--- config.mk ---
export PLATFORM = sky130hd
export DESIGN_NAME = ultrasonic_ranger_flat
export DESIGN_NICKNAME = d
export VERILOG_FILES = /design/src/rtl/ultrasonic_ranger_if.sv /design/src/rtl/ultrasonic_ranger.sv /design/src/flat_wrapper.sv
export SDC_FILE = /design/constraint.sdc
export NUM_CORES = 1
export LEC_CHECK = 0
export CAP_MARGIN = 5
export CORE_UTILIZATION = 50
export DETAILED_ROUTE_END_ITERATION = 16
export PLACE_DENSITY = 0.71
export SLEW_MARGIN = 20
export SYNTH_ARGS = -nofsm -noshare
export SYNTH_HDL_FRONTEND = slang
export SYNTH_SLANG_ARGS = --single-unit
--- constraint.sdc ---
create_clock -name CLK -period 2.8 [get_ports CLK]
set_clock_uncertainty 0.2 [all_clocks]
set_input_delay 0.42 -clock CLK [delete_from_list [all_inputs] [get_ports CLK]]
set_output_delay 0.42 -clock CLK [all_outputs]
set_load 0.1 [all_outputs]
--- src/rtl/ultrasonic_ranger_if.sv ---
// Signal bundle between the ranger and its environment.
//   master : the ranger's environment (clock divider, sensor pins, steering logic)
//   slave  : the ranger itself
// Signals:
//   TICK_I   one-cycle measurement start pulse
//   ECHO     raw echo line from the sensor (asynchronous)
//   TRIG     trigger to the sensor
//   DIST_CM  last measured distance in cm (DW bits)
//   DIST_VLD one-cycle pulse when DIST_CM was updated
//   TIMEOUT  one-cycle pulse on missing or saturated echo
//   BUSY     ranging cycle in progress
//   NEAR     DIST_CM < NEAR_CM (only when ULTRASONIC_NEAR_EN is defined)
interface ultrasonic_ranger_if #(
  parameter int DW = 9
);
  logic          TICK_I;
  logic          ECHO;
  logic          TRIG;
  logic [DW-1:0] DIST_CM;
  logic          DIST_VLD;
  logic          TIMEOUT;
  logic          BUSY;
`ifdef ULTRASONIC_NEAR_EN
  logic          NEAR;

  modport master (
    output TICK_I, ECHO,
    input  TRIG, DIST_CM, DIST_VLD, TIMEOUT, BUSY, NEAR
  );
  modport slave (
    input  TICK_I, ECHO,
    output TRIG, DIST_CM, DIST_VLD, TIMEOUT, BUSY, NEAR
  );
`else
  modport master (
    output TICK_I, ECHO,
    input  TRIG, DIST_CM, DIST_VLD, TIMEOUT, BUSY
  );
  modport slave (
    input  TICK_I, ECHO,
    output TRIG, DIST_CM, DIST_VLD, TIMEOUT, BUSY
  );
`endif
endinterface

--- src/rtl/ultrasonic_ranger.sv ---
// HC-SR04-style ranging engine. One ranging cycle per TICK_I: raise TRIG for
// TRIG_CYC cycles, wait for the echo to rise, then time the echo by counting
// CYC_PER_CM-cycle slices, so the result comes out directly in whole cm.
// Ports:
//   CLK  system clock
//   RST  synchronous reset, active-high
//   bus  ultrasonic_ranger_if.slave (TICK_I, ECHO in; TRIG, DIST_CM, DIST_VLD,
//        TIMEOUT, BUSY, optional NEAR out)
// Optional feature: define ULTRASONIC_NEAR_EN to add the registered NEAR flag
// (DIST_CM < NEAR_CM), updated on the same edge as DIST_CM.
module ultrasonic_ranger #(
  parameter int TRIG_CYC    = 1000,
  parameter int CYC_PER_CM  = 5800,
  parameter int RISE_TO_CYC = 100000,
  parameter int DIST_MAX    = 400,
  parameter int DW          = 9,
  parameter int NEAR_CM     = 20
) (
  input logic               CLK,
  input logic               RST,
  ultrasonic_ranger_if.slave bus
);

  localparam int TW = $clog2(TRIG_CYC + 1);
  localparam int WW = $clog2(RISE_TO_CYC + 1);
  localparam int SW = $clog2(CYC_PER_CM + 1);

  localparam logic [TW-1:0] TRIG_LAST = TW'(TRIG_CYC - 1);
  localparam logic [WW-1:0] WAIT_LAST = WW'(RISE_TO_CYC - 1);
  localparam logic [SW-1:0] SUB_LAST  = SW'(CYC_PER_CM - 1);
  localparam logic [DW-1:0] DMAX      = DW'(DIST_MAX);

  // Configuration sanity: DIST_CM must be able to hold DIST_MAX, and a NEAR
  // threshold above saturation would make NEAR meaningless.
  generate
    if ((2 ** DW) <= DIST_MAX) begin : g_bad_dw
      $error("ultrasonic_ranger: DW too narrow for DIST_MAX");
    end
    if (NEAR_CM > DIST_MAX) begin : g_bad_near
      $error("ultrasonic_ranger: NEAR_CM above DIST_MAX");
    end
  endgenerate

  typedef enum logic [2:0] {
    S_IDLE,
    S_TRIG,
    S_WAIT_RISE,
    S_MEAS,
    S_HOLDOFF
  } state_t;

  state_t        state_q, state_d;
  logic [TW-1:0] trig_cnt_q, trig_cnt_d;
  logic [WW-1:0] wait_cnt_q, wait_cnt_d;
  logic [SW-1:0] sub_q, sub_d;
  logic [DW-1:0] cm_q, cm_d;
  logic [DW-1:0] dist_q, dist_d;
  logic          vld_q, vld_d;
  logic          to_q, to_d;

  // 2-FF synchronizer plus one more stage for edge detection
  logic echo_m, echo_s, echo_d;
  logic echo_rise, echo_fall;

  assign echo_rise = echo_s & ~echo_d;
  assign echo_fall = ~echo_s & echo_d;

  // Centimetre count including this cycle's slice. Used for the result so a
  // slice completing on the falling-edge cycle still counts: the reported
  // value is floor(echo_cycles / CYC_PER_CM).
  logic          sub_wrap;
  logic [DW-1:0] cm_inc;

  assign sub_wrap = (sub_q == SUB_LAST);
  assign cm_inc   = sub_wrap ? cm_q + 1'b1 : cm_q;

  always_comb begin
    state_d    = state_q;
    trig_cnt_d = trig_cnt_q;
    wait_cnt_d = wait_cnt_q;
    sub_d      = sub_q;
    cm_d       = cm_q;
    dist_d     = dist_q;
    vld_d      = 1'b0;
    to_d       = 1'b0;
    case (state_q)
      S_IDLE: begin
        if (bus.TICK_I) begin
          state_d    = S_TRIG;
          trig_cnt_d = '0;
        end
      end
      S_TRIG: begin
        if (trig_cnt_q == TRIG_LAST) begin
          state_d    = S_WAIT_RISE;
          wait_cnt_d = '0;
        end else begin
          trig_cnt_d = trig_cnt_q + 1'b1;
        end
      end
      S_WAIT_RISE: begin
        // A rise on the last allowed cycle still wins over the timeout.
        if (echo_rise) begin
          state_d = S_MEAS;
          sub_d   = '0;
          cm_d    = '0;
        end else if (wait_cnt_q == WAIT_LAST) begin
          state_d = S_IDLE;
          to_d    = 1'b1;
        end else begin
          wait_cnt_d = wait_cnt_q + 1'b1;
        end
      end
      S_MEAS: begin
        sub_d = sub_wrap ? '0 : sub_q + 1'b1;
        cm_d  = cm_inc;
        if (echo_fall) begin
          state_d = S_IDLE;
          dist_d  = cm_inc;
          vld_d   = 1'b1;
        end else if (echo_s && (cm_inc == DMAX)) begin
          // Out of range: report the cap, then let the echo finish before
          // accepting another tick so its tail is not mistaken for a new echo.
          state_d = S_HOLDOFF;
          dist_d  = DMAX;
          vld_d   = 1'b1;
          to_d    = 1'b1;
        end
      end
      S_HOLDOFF: begin
        if (!echo_s) state_d = S_IDLE;
      end
      default: state_d = S_IDLE;
    endcase
  end

  always_ff @(posedge CLK) begin
    if (RST) begin
      state_q    <= S_IDLE;
      trig_cnt_q <= '0;
      wait_cnt_q <= '0;
      sub_q      <= '0;
      cm_q       <= '0;
      dist_q     <= '0;
      vld_q      <= 1'b0;
      to_q       <= 1'b0;
      echo_m     <= 1'b0;
      echo_s     <= 1'b0;
      echo_d     <= 1'b0;
    end else begin
      state_q    <= state_d;
      trig_cnt_q <= trig_cnt_d;
      wait_cnt_q <= wait_cnt_d;
      sub_q      <= sub_d;
      cm_q       <= cm_d;
      dist_q     <= dist_d;
      vld_q      <= vld_d;
      to_q       <= to_d;
      echo_m     <= bus.ECHO;
      echo_s     <= echo_m;
      echo_d     <= echo_s;
    end
  end

  assign bus.TRIG     = (state_q == S_TRIG);
  assign bus.BUSY     = (state_q != S_IDLE);
  assign bus.DIST_CM  = dist_q;
  assign bus.DIST_VLD = vld_q;
  assign bus.TIMEOUT  = to_q;

`ifdef ULTRASONIC_NEAR_EN
  localparam logic [DW-1:0] NEAR_TH = DW'(NEAR_CM);

  logic near_q, near_d;

  always_comb begin
    near_d = near_q;
    if (vld_d) near_d = (dist_d < NEAR_TH);
  end

  always_ff @(posedge CLK) begin
    if (RST) near_q <= 1'b0;
    else     near_q <= near_d;
  end

  assign bus.NEAR = near_q;
`endif

endmodule

--- src/flat_wrapper.sv ---
// flat-port wrapper written by rule: the top's interface ports become plain ports
module ultrasonic_ranger_flat 
#(
  parameter int TRIG_CYC    = 1000,
  parameter int CYC_PER_CM  = 5800,
  parameter int RISE_TO_CYC = 100000,
  parameter int DIST_MAX    = 400,
  parameter int DW          = 9,
  parameter int NEAR_CM     = 20
)
  (CLK, RST, bus_TICK_I, bus_ECHO, bus_TRIG, bus_DIST_CM, bus_DIST_VLD, bus_TIMEOUT, bus_BUSY);
  ultrasonic_ranger_if #(.DW(DW)) bus_i ();
  input logic CLK;
  input logic RST;
  input wire logic [$bits(bus_i.TICK_I)-1:0] bus_TICK_I;
  input wire logic [$bits(bus_i.ECHO)-1:0] bus_ECHO;
  output wire logic [$bits(bus_i.TRIG)-1:0] bus_TRIG;
  output wire logic [$bits(bus_i.DIST_CM)-1:0] bus_DIST_CM;
  output wire logic [$bits(bus_i.DIST_VLD)-1:0] bus_DIST_VLD;
  output wire logic [$bits(bus_i.TIMEOUT)-1:0] bus_TIMEOUT;
  output wire logic [$bits(bus_i.BUSY)-1:0] bus_BUSY;
  assign bus_i.TICK_I = bus_TICK_I;
  assign bus_i.ECHO = bus_ECHO;
  assign bus_TRIG = bus_i.TRIG;
  assign bus_DIST_CM = bus_i.DIST_CM;
  assign bus_DIST_VLD = bus_i.DIST_VLD;
  assign bus_TIMEOUT = bus_i.TIMEOUT;
  assign bus_BUSY = bus_i.BUSY;
  ultrasonic_ranger #(.TRIG_CYC(TRIG_CYC), .CYC_PER_CM(CYC_PER_CM), .RISE_TO_CYC(RISE_TO_CYC), .DIST_MAX(DIST_MAX), .DW(DW), .NEAR_CM(NEAR_CM)) u_core (.CLK(CLK), .RST(RST), .bus(bus_i));
endmodule
* Word-level counts from Yosys, hierarchy flattened
Cells that the tools add are included.
** Word-level totals
- Register bits :: 66
- Bits in latches :: 0
- RAM bits :: 0
- Memory bits (read-only) :: 0
- Bits of input ports :: 4
- Output and inout port bits :: 13
- Memories kept :: 0
** Cells by class
- $add $sub $neg :: 4
- Multipliers :: 0
- Divide/modulo/power cells :: 0
- $lt $le $gt $ge :: 0
- Equality and inequality tests :: 17
- Shift operators :: 0
- Muxes and demuxes :: 29
- Bitwise logic cells :: 5
- Reduce and logical (&&, ||, !) cells :: 13
** Operators with widths (number)
- two-way mux 17 bit :: 3
- two-way mux 9 bit :: 4
- one-hot mux 17 bit (2 select lines) :: 1
- two-way mux 13 bit :: 2
- one-hot mux 13 bit (2 select lines) :: 1
- two-way mux 3 bit :: 7
- two-way mux 10 bit :: 2
- one-hot mux 10 bit (2 select lines) :: 1
- one-hot mux 9 bit (2 select lines) :: 1
- adder 17 x 1 -> 17 bit, second input constant :: 1
- equality test 17 bit, second input constant :: 1
- one-hot mux 3 bit (5 select lines) :: 1
- adder 13 x 1 -> 13 bit, second input constant :: 1
- equality test 13 bit, second input constant :: 1
- adder 10 x 1 -> 10 bit, second input constant :: 1
- equality test 10 bit, second input constant :: 1
- != test 2 bit, second input constant :: 5
- adder 9 x 1 -> 9 bit, second input constant :: 1
- equality test 9 bit, second input constant :: 1
- nonzero test 2 bit :: 4
- equality test 3 x 2 -> 1 bit, second input constant :: 2
- != test 3 x 1 -> 1 bit, second input constant :: 2
- two-way mux 1 bit :: 5
- AND reduction 5 bit :: 1
- 13 further kinds :: 18

* Logic depth before layout (Yosys ltp)
Gate-level depths: netlist of the first run.
- Depth in word-level cells :: 7
- Mapped depth :: 10
- Mapped depth without buffers :: 8

* Least setup slack after synthesis of the first run
No wires, ideal clock.
- Kind :: reg-to-reg
- Start :: register u_core.state_q[0]
- End :: register u_core.trig_cnt_q[5]
- Library setup time :: 72 ps
- Data arrival time :: 4206 ps
- Data required time :: 2528 ps
- Path slack :: -1678 ps
- Cell stages (with the launch flop) :: 8
- Buffers on the path :: 1
- Period minus slack after synthesis :: 4478 ps
- Cells stage by stage :: dfxtp_1 > nor3b_1 > o31a_1 > a21o_1 > buf_2 > nand4_1 > or3_1 > a21oi_1
** On the way
- Word-level cells in the longest chain between the ends :: 3
** Ends and longest elaborated chain
- from (decl) :: RTL line ultrasonic_ranger.sv:52 : state_t state_q, state_d;
- from (signal assigned) :: RTL line ultrasonic_ranger.sv:151 : state_q <= state_d;
- equality test 3 x 1 -> 1 bit (*)
- via bus_TRIG :: RTL line flat_wrapper.sv:17 : output wire logic [$bits(bus_i.TRIG)-1:0] bus_TRIG;
- != test 2 bit (no source line) / nonzero test 2 bit (equally long branches)
- AND reduction 3 bit (no source line)
- to (signal assigned) :: RTL line ultrasonic_ranger.sv:152 : trig_cnt_q <= trig_cnt_d;
- to (decl) :: RTL line ultrasonic_ranger.sv:53 : logic [TW-1:0] trig_cnt_q, trig_cnt_d;
Mark *: on every way through the listed nets, which the timed path passes. The rest lies on a longest branch.
A chain may end at the register's enable or synchronous reset.

* Worst setup path in the final report of the first run
- Start :: register u_core.sub_q[0]
- End :: register u_core.dist_q[2], in the netlist u_core.bus.DIST_CM[2]
** On the way
- Word-level cells in the longest chain between the ends :: 6
** Ends and longest elaborated chain
- from (decl) :: RTL line ultrasonic_ranger.sv:55 : logic [SW-1:0] sub_q, sub_d;
- from (signal assigned) :: RTL line ultrasonic_ranger.sv:154 : sub_q <= sub_d;
- equality test 13 bit (*) :: RTL line ultrasonic_ranger.sv:74 : assign sub_wrap = (sub_q == SUB_LAST);
- two-way mux 9 bit (*) :: RTL line ultrasonic_ranger.sv:75 : assign cm_inc = sub_wrap ? cm_q + 1'b1 : cm_q;
- equality test 9 bit :: RTL line ultrasonic_ranger.sv:121 : end else if (echo_s && (cm_inc == DMAX)) begin
- logical AND 1 bit :: RTL line ultrasonic_ranger.sv:121
- nonzero test 2 bit (no source line)
- AND reduction 2 bit (no source line)
- to (signal assigned) :: RTL line ultrasonic_ranger.sv:156 : dist_q <= dist_d;
- to (decl) :: RTL line ultrasonic_ranger.sv:57 : logic [DW-1:0] dist_q, dist_d;
Every way passes the cells marked *; elsewhere a longest branch is shown, timed or not.

==> flow_metrics.tcl, run 1 <==
set metrics [dict create \
    yosys.area_share.simple_pct 32.08 \
    muxShareOfSynthArea_pct 1.367 \
    cts_made_buffers 9 \
    grt_pass1_vias 2631 \
    synth_xor_xnor_area_share_pct 7.761 \
    dieArea_mm2 0.007105 \
    via_count 2959 \
    fillerInstances 581 \
    cts.sinks 66 \
    fin_area_mm2 0.003901 \
    period_share_pct 95.29 \
    path_class "register to register" \
    start_kind "register" \
    postRouteAntennaNets 0 \
    syn_area_mm2 0.003386 \
    drive_above_1_share_pct 14.45 \
    finalCriticalPeriod_ps 2668 \
    area_growth_pct 15.23 \
    irDropWorstVdd_mv 0.6677 \
    total_leakage_power_uw 0.001441 \
    final_cell_mix "nor2_1, dfxtp_1, nand2_1, a21oi_1, buf_4" \
    ys_seq_area_share_pct 39.02 \
    yosysTopAreaCell "dfxtp_1" \
    yosysUniqueCellTypes 56 \
    nNetsFinal 446 \
    synth-seq-cells 66 \
    slowest_stage "or4_4" \
    coreArea_mm2 0.006459 \
    synth_top_family_by_area "simple AND/OR/NAND/NOR gates" \
    cts-root-buf "clkbuf_8" \
    synth.avg_cell_area_um2 8.198 \
    viasPerCell 5.690 \
    cts_tree "yes" \
    grt_usage_pct 21.26 \
    power_uw 2482 \
    hold_viol_final 0 \
    grt_pass1_wl_um 12160 \
    regArea_mm2 0.001324 \
    ff2ff_setup_slack_ps 130 \
    cp_top_family "simple AND/OR/NAND/NOR gates" \
    wl_um 7121 \
    rsz0062_at_grt "yes" \
    wl_met2_um 3221 \
    grt_max_degree 38 \
    dp.final_hpwl_um 4908 \
    maxSlewViolCount 0 \
    diodes 0 \
    drt-wirelength-per-cell_um 13.69 \
    port_buffers 16 \
    tightest_slew_ps 685.2 \
    crit_path_end_kind "register" \
    cp.arrival_ps 2690 \
    top_layer "met4" \
    ys_warn_count 0 \
    drt-met1-wl_um 3497 \
    drt_pre_antenna_iters 12 \
    syn_nets 421 \
    cp.required_ps 2820 \
    rows 29 \
    violations "DRC" \
    gp_congestion 0.8140 \
    drt-initial-drc-count 133 \
    max_freq_mhz 374.8 \
    synthTopCellsByArea "dfxtp_1, nor2_1, a21oi_1, xnor2_1, xor2_1" \
    hp-class "register to register" \
    synthArstFlopShare_pct 0 \
    path_max_fanout 9 \
    start_util_pct 52.42 \
    clock_latency_ps 340 \
    max_stage_delay_ps 550 \
    grt_overflow 0 \
    drc 2 \
    synth-main-ff-cell "dfxtp_1" \
    cts_buffer_depth 2 \
    status "finished, violations left" \
    crit_buf_inv 0 \
    fin_util_pct 60.40 \
    path_clk_slew_ps 70 \
    place_area_mm2 0.003656 \
    synth_top_cell_area_share_pct 39.02 \
    ctsHtreeMaxLevel 3 \
    multi_input_area_mm2 0.001998 \
    synth_compound_area_share_pct 15.37 \
    crit_chain "ha_2, nand4b_1, or4_4, mux2_4, nor2b_2, nand4_2, a31oi_1, nor2_1" \
    power.density_mw_per_mm2 636.3 \
    setup_viol 0 \
    synthCells 413 \
    die_h_um 84.29 \
    wl_met3_um 297 \
    drv_cap 0 \
    grt_antenna_before_repair 0 \
    io_pins 17 \
    synthAdderAreaFrac_pct 1.478 \
    postCtsHoldBufs 0 \
    fp.dieW_um 84.29 \
    relSlewSlack_pct 54.15 \
    synth_edf_count 0 \
]
## cell type report
class | instances | share of cell area, %
multi-input cells | 323 | 51.22
flip-flops and latches | 66 | 33.93
repair buffers | 32 | 6.350
clock buffers | 14 | 3.913
well taps | 77 | 2.470
clock inverters | 2 | 1.539
inverters | 6 | 0.5773
## worst register-to-register path: cells and delay by family, from the launching register on
kind            cells  cell delay [ps]
simple gates        5             1140
flops               1              370
mux                 1              340
compound gates      1              270
fa+ha+maj           1              240
## layer usage
| layer | GRT usage, % | vias to the layer above |
|---|---|---|
| li1 | - | 1521 |
| met1 | 28.35 | 1377 |
| met2 | 33.31 | 50 |
| met3 | 6.588 | 11 |
| met4 | 5.799 | 0 |
| met5 | 0 | - |
## cells by family (layout without fill, tap and decap cells)
kind of cell             count (synthesis)  in the layout
XOR/XNOR                                30             30
multiplexers                             4              4
adder cells (fa/ha/maj)                  4              4
AO/OA/AOI/OAI                           79             79
flip-flops                              66             66
AND/OR/NAND/NOR                        206            206
buffers and inverters                   24             54
## cells in the mapped netlist (2+ instances only)
master     count
a2111oi_2      2
a31oi_1        4
mux2i_1        2
nand2b_1       4
nor3b_1        4
nor4_1         5
clkbuf_1      15
o221a_2        2
a311oi_1       2
and3_1        16
nand4b_1       2
o21ai_1        2
xor2_1        15
nand4_1        9
nor2_1        64
or3_1          6
nor3_1        10
a21oi_1       29
o21ai_0       18
dfxtp_1       66
nand3_1       18
a22oi_1        6
inv_1          6
nand2_1       34
xnor2_1       15
o211a_1        3
and4_1         4
or2_2          2
a41oi_1        2
nor2b_1        7
or3b_2         2
ha_1           4
nand3b_1      10
## worst paths after layout
| kind | start | end | cells past startpoint |
|---|---|---|---|
| min | u_core.echo_m | u_core.echo_s | 1 |
| min reg2reg | u_core.echo_m | u_core.echo_s | 1 |
| max reg2reg | u_core.sub_q[0] | u_core.bus.DIST_CM[2] | 8 |
| max | u_core.sub_q[0] | u_core.bus.DIST_CM[2] | 8 |
## where the power goes
group / switching, µW / internal (µW)
registers: 39.3 / 971
logic: 412 / 185
clock network: 346 / 528
## stage by stage
stage,TNS (ps),worst slack [ps],instances,hold slack (ps)
3_5_place_dp,0,60.10,500,256.3
5_1_grt,-29.35,-29.35,520,276.4
6_report,0,131.9,520,264.5
3_3_place_gp,0,86.17,500,251.7
4_1_cts,0,49.71,516,269.0
2_1_floorplan,0,14.37,413,213.8
## what timing repair did
| item | CTS | global route |
|---|---|---|
| buffers inserted | 0 | 4 |
| resized for setup | 0 | 1 |
| setup endpoints to repair | 0 | 8 |
## sequential cells by signal, indices dropped and copies added, names as in the netlist
signal               flops
u_core.echo_m            1
u_core.bus.DIST_VLD      1
u_core.cm_q              9
u_core.wait_cnt_q       17
u_core.echo_s            1
u_core.bus.DIST_CM       9
u_core.trig_cnt_q       10
u_core.echo_d            1
u_core.state_q           3
u_core.bus.TIMEOUT       1
u_core.sub_q            13
(Power assumes the default switching activity.)
==> inputs of run 2 (changes only) <==
--- a/config.mk
+++ b/config.mk
@@ -5,10 +5,10 @@
 export SDC_FILE = /design/constraint.sdc
 export NUM_CORES = 1
 export LEC_CHECK = 0
-export CAP_MARGIN = 5
-export CORE_UTILIZATION = 50
+export CORE_UTILIZATION = 54
+export CTS_CLUSTER_SIZE = 28
 export DETAILED_ROUTE_END_ITERATION = 16
-export PLACE_DENSITY = 0.71
+export PLACE_DENSITY = 0.76
 export SLEW_MARGIN = 20
 export SYNTH_ARGS = -nofsm -noshare
 export SYNTH_HDL_FRONTEND = slang
==> flow_metrics.tcl, run 2 (same netlist as run 1, synthesis figures left out) <==
set metrics [dict create \
    path_class "register to register" \
    cp.required_ps 2810 \
    hold_viol_final 0 \
    drt-wirelength-per-cell_um 13.94 \
    tightest_slew_ps 659.3 \
    fin_util_pct 66.21 \
    postRouteAntennaNets 0 \
    grt_overflow 0 \
    gp_congestion 0.8763 \
    r2r-end "u_core.state_q[1]" \
    cp_top_family "simple AND/OR/NAND/NOR gates" \
    die_h_um 81.18 \
    nNetsFinal 447 \
    start_kind "register" \
    status "finished clean" \
    holdWs_ps 260.9 \
    total_leakage_power_uw 0.001470 \
    cts.sinks 66 \
    power.density_mw_per_mm2 656.7 \
    grt_usage_pct 23.90 \
    final_cell_mix "nor2_1, dfxtp_1, nand2_1, buf_4, a21oi_1" \
    reg2reg_depth 8 \
    grt_pass1_wl_um 11890 \
    postCtsHoldBufs 0 \
    min_from "u_core.echo_m" \
    worstHoldEndpoint "u_core.echo_s" \
    cts_buffer_depth 2 \
    drt_pre_antenna_iters 5 \
    path_clk_slew_ps 70 \
    finalCriticalPeriod_ps 2749 \
    grt_max_degree 38 \
    fillerInstances 480 \
    diodes 0 \
    crit_chain "ha_4, or3b_1, or4_4, mux2_4, o21bai_4, nor3b_4, o211a_1, a2111oi_4" \
    relSlewSlack_pct 55.88 \
    rows 28 \
    via_count 3011 \
    dieArea_mm2 0.006590 \
    area_growth_pct 17.15 \
    max_freq_mhz 363.8 \
    cts_tree "yes" \
    hp-class "register to register" \
    dp.final_hpwl_um 4973 \
    viasPerCell 5.802 \
    holdPathStages 1 \
    crit_path_end_kind "register" \
    ff2ff_setup_slack_ps 50 \
    wl_um 7236 \
    cts-root-buf "clkbuf_8" \
    slowest_stage "or4_4" \
    grt_pass1_vias 2646 \
    largest_reg_flops 17 \
    top_regs "u_core.wait_cnt_q (17), u_core.sub_q (13), u_core.trig_cnt_q (10)" \
    drv_cap 0 \
    ctsHtreeMaxLevel 3 \
    max_stage_delay_ps 470 \
    top_register "u_core.wait_cnt_q" \
    irDropWorstVdd_mv 0.5657 \
    path_max_fanout 6 \
    io_pins 17 \
    r2r_start "u_core.cm_q[0]" \
    start_util_pct 56.52 \
    crit_buf_inv 0 \
    port_buffers 16 \
    clock_latency_ps 350 \
    period_share_pct 98.17 \
    rsz0062_at_grt "yes" \
    fp.dieW_um 81.18 \
    maxSlewViolCount 0 \
    cts_made_buffers 9 \
    drc 0 \
    cp.arrival_ps 2760 \
    drive_above_1_share_pct 15.54 \
    grt_antenna_before_repair 0 \
    coreArea_mm2 0.005991 \
    drt-initial-drc-count 199 \
    setup_viol 0 \
]
==> run 2: routing by layer <==
metal / global-route usage [%] / up-vias / routed length (µm)
li1: - / 1524 / -
met1: 29.15 / 1399 / 3389
met2: 38.49 / 77 / 3395
met3: 8.202 / 11 / 367
met4: 9.286 / 0 / 84
met5: 0 / - / 0
==> run 2: worst reg2reg max path: cells and delay by family (launching register included) <==
family / cells / cell delay [ps]
muxes: 1 / 330
adders and majority gates: 1 / 130
AOI/OAI and AO/OA: 3 / 500
DFF: 1 / 350
and+or+nand+nor: 3 / 1090
==> run 2: worst max-delay path by stage <==
stage	start	end	slack [ps]	cells past startpoint
finish	u_core.cm_q[0]	u_core.state_q[1]	50	8
global route	u_core.sub_q[1]	u_core.state_q[0]	-20	9
CTS	u_core.cm_q[1]	u_core.state_q[1]	2	8
detailed placement	u_core.cm_q[1]	u_core.state_q[0]	40	8
global placement	u_core.cm_q[1]	u_core.state_q[1]	90	8
floorplan	u_core.cm_q[0]	u_core.state_q[0]	10	9
==> run 2: area by class of cell <==
cell class              count  area (µm²)  area share, %
repair buffers             33       255.2          6.435
clock inverters             7       117.6          2.965
well taps                  75       93.84          2.366
flip-flops and latches     66        1324          33.38
inverters                   6       22.52         0.5678
clock buffers               9       123.9          3.123
multi-input cells         323        2029          51.17
==> run 2: through the flow <==
step                worst slack, ps  instance area [µm²]  TNS (ps)  instances  total power, µW
finish                        51.23                 3966         0        519             2605
detailed placement            38.34                 3661         0        499             1632
global placement              90.33                 3661         0        499             1621
floorplan                     14.37                 3415         0        413             1489
CTS                           2.116                 3902         0        515             2609
global route                 -21.23                 3966    -30.75        519             2722
==> run 2: where the power goes <==
part | switching, µW | internal (µW) | total, µW
logic | 428 | 196 | 625
clock network | 377 | 591 | 967
registers | 41.7 | 971 | 1010
total | 847 | 1760 | 2600
==> run 2: repair_timing <==
item                                    4_1_cts  5_1_grt
resized for setup                             0        4
endpoints found under the setup margin        0       10
buffers inserted                              0        4
==> inputs of run 3 (changes only) <==
--- a/config.mk
+++ b/config.mk
@@ -5,10 +5,12 @@
 export SDC_FILE = /design/constraint.sdc
 export NUM_CORES = 1
 export LEC_CHECK = 0
-export CORE_UTILIZATION = 54
+export CELL_PAD_IN_SITES_DETAIL_PLACEMENT = 1
+export CELL_PAD_IN_SITES_GLOBAL_PLACEMENT = 2
+export CORE_UTILIZATION = 33
 export CTS_CLUSTER_SIZE = 28
 export DETAILED_ROUTE_END_ITERATION = 16
-export PLACE_DENSITY = 0.76
+export PLACE_DENSITY_LB_ADDON = 0.1
 export SLEW_MARGIN = 20
 export SYNTH_ARGS = -nofsm -noshare
 export SYNTH_HDL_FRONTEND = slang
==> flow_metrics.tcl, run 3 (same netlist as run 1, synthesis figures left out) <==
set metrics [dict create \
    status "finished clean" \
    wl_um 8907 \
    setup_viol 0 \
    maxSlewViolCount 0 \
    start_kind "register" \
    top_regs "u_core.wait_cnt_q (17), u_core.sub_q (13), u_core.trig_cnt_q (10)" \
    area_growth_pct 18.63 \
    start_util_pct 34.32 \
    cts-root-buf "clkbuf_8" \
    grt_antenna_before_repair 0 \
    dp_cells 562 \
    cts_made_buffers 9 \
    use_met1_pct 21.64 \
    max_freq_mhz 371.0 \
    total_leakage_power_uw 0.001464 \
    die_h_um 103.3 \
    min_from "u_core.echo_m" \
    power.density_mw_per_mm2 602.5 \
    fin_area_mm2 0.004016 \
    path_clk_slew_ps 70 \
    cp.required_ps 2800 \
    finalCriticalPeriod_ps 2695 \
    coreArea_mm2 0.009864 \
    grt_pass1_wl_um 14580 \
    grt_overflow 0 \
    worstHoldEndpoint "u_core.echo_s" \
    cp.arrival_ps 2700 \
    viasPerCell 5.238 \
    dp.final_hpwl_um 6447 \
    dieArea_mm2 0.01067 \
    clock_latency_ps 340 \
    path_max_fanout 6 \
    p_int_uw 1584 \
    use_met2_pct 31.64 \
    holdWs_ps 264.3 \
    final_cell_mix "nor2_1, dfxtp_1, nand2_1, buf_4, a21oi_1" \
    grt_max_degree 40 \
    drv_cap 0 \
    io_pins 17 \
    grt_usage_pct 17.78 \
    hold_viol_final 0 \
    postRouteAntennaNets 0 \
    via_count 3043 \
    top_register "u_core.wait_cnt_q" \
    r2r-end "u_core.state_q[1]" \
    p_switching_uw 835.7 \
    ff2ff_setup_slack_ps 100 \
    sequentialPowerShare_pct 41.9 \
    relSlewSlack_pct 41.39 \
    cts.sinks 66 \
    tightest_slew_ps 875.9 \
    hp-class "register to register" \
    port_buffers 16 \
    ctsHtreeMaxLevel 3 \
    drc 0 \
    reg2reg_depth 8 \
    grt_pass1_vias 2955 \
    top_usage_layer "met2" \
    cts_tree "yes" \
    drt-wirelength-per-cell_um 15.33 \
    place_ws_ps 8.781 \
    crit_path_end_kind "register" \
    irDropWorstVdd_mv 0.6537 \
    rows 36 \
    drive_above_1_share_pct 16.07 \
    fp.dieW_um 103.3 \
    path_class "register to register" \
    period_share_pct 96.26 \
    r2r_start "u_core.cm_q[1]" \
    cts_buffer_depth 2 \
    holdPathStages 1 \
    grtUsageMet3_pct 4.435 \
    p_clk_share_pct 31.8 \
    postCtsHoldBufs 0 \
    place_area_mm2 0.003771 \
    fin_cells 581 \
    drt-initial-drc-count 56 \
    setup_ws_ps 104.8 \
    diodes 0 \
    swShare_pct 34.53 \
    gp_congestion 0.7616 \
    p_comb_share_pct 26.3 \
    largest_reg_flops 17 \
    drt_pre_antenna_iters 4 \
    nNetsFinal 451 \
]
-- run 3: cell types whose count changed in the layout (fill, tap and decap cells not counted), moves of 2 or more --
cell,change
bufinv_16,-2
clkinv_4,-2
clkbuf_1,+4
buf_4,+3
-- run 3: timing repair --
action / CTS / global route
endpoints found under the setup margin: 0 / 11
resized for setup: 0 / 6
buffers inserted: 0 / 3
-- run 3: worst max-delay path: stages (launching register included) --
cell       delay, ps
dfxtp_2          350
ha_4             130
or3b_1           330
or4_4            470
mux2_4           340
o21bai_4         180
nor3b_4          280
o211a_1          220
a2111oi_2         70
-- run 3: how the worst max path moves through the flow --
stage | start | to | slack [ps] | cells past startpoint
2_1_floorplan | u_core.cm_q[0] | u_core.state_q[0] | 10 | 9
3_3_place_gp | u_core.cm_q[1] | u_core.state_q[1] | 60 | 8
3_5_place_dp | u_core.cm_q[1] | u_core.state_q[1] | 9 | 8
4_1_cts | u_core.cm_q[1] | u_core.bus.DIST_CM[1] | 10 | 8
5_1_grt | u_core.sub_q[0] | u_core.state_q[1] | -20 | 9
6_report | u_core.cm_q[1] | u_core.state_q[1] | 100 | 8
-- run 3: power groups by stage --
stage / logic, µW / registers [µW] / clock network (µW)
after floorplan: 462 / 1030 / 0
after global placement: 634 / 1030 / 0
after detailed placement: 641 / 1040 / 0
after CTS: 644 / 1010 / 805
after global routing: 694 / 1020 / 843
final: 636 / 1010 / 769
-- run 3: area by class of cell --
cell class / instances / area, µm²
Fill cell: 1189 / 5848
Multi-Input combinational cell: 323 / 2027
Sequential cell: 66 / 1324
Timing Repair Buffer: 37 / 297.8
Tap cell: 133 / 166.4
Clock buffer: 13 / 138.9
Clock inverter: 3 / 40.04
Inverter: 6 / 22.52
-- run 3: per-layer routing --
| layer | part of all wire (%) | vias to the layer above |
|---|---|---|
| li1 | - | 1532 |
| met1 | 48 | 1480 |
| met2 | 49 | 23 |
| met3 | 2.2 | 8 |
| met4 | 0.82 | 0 |
| met5 | 0 | - |
-- run 3: per-stage QoR --
stage | TNS (ps) | power, µW | utilization [%]
floorplan | 0 | 1489 | -
global placement | 0 | 1665 | 38.23
detailed placement | 0 | 1677 | 38.23
CTS | 0 | 2463 | 40.04
global route | -18.58 | 2558 | 40.72
finish | 0 | 2420 | 40.72
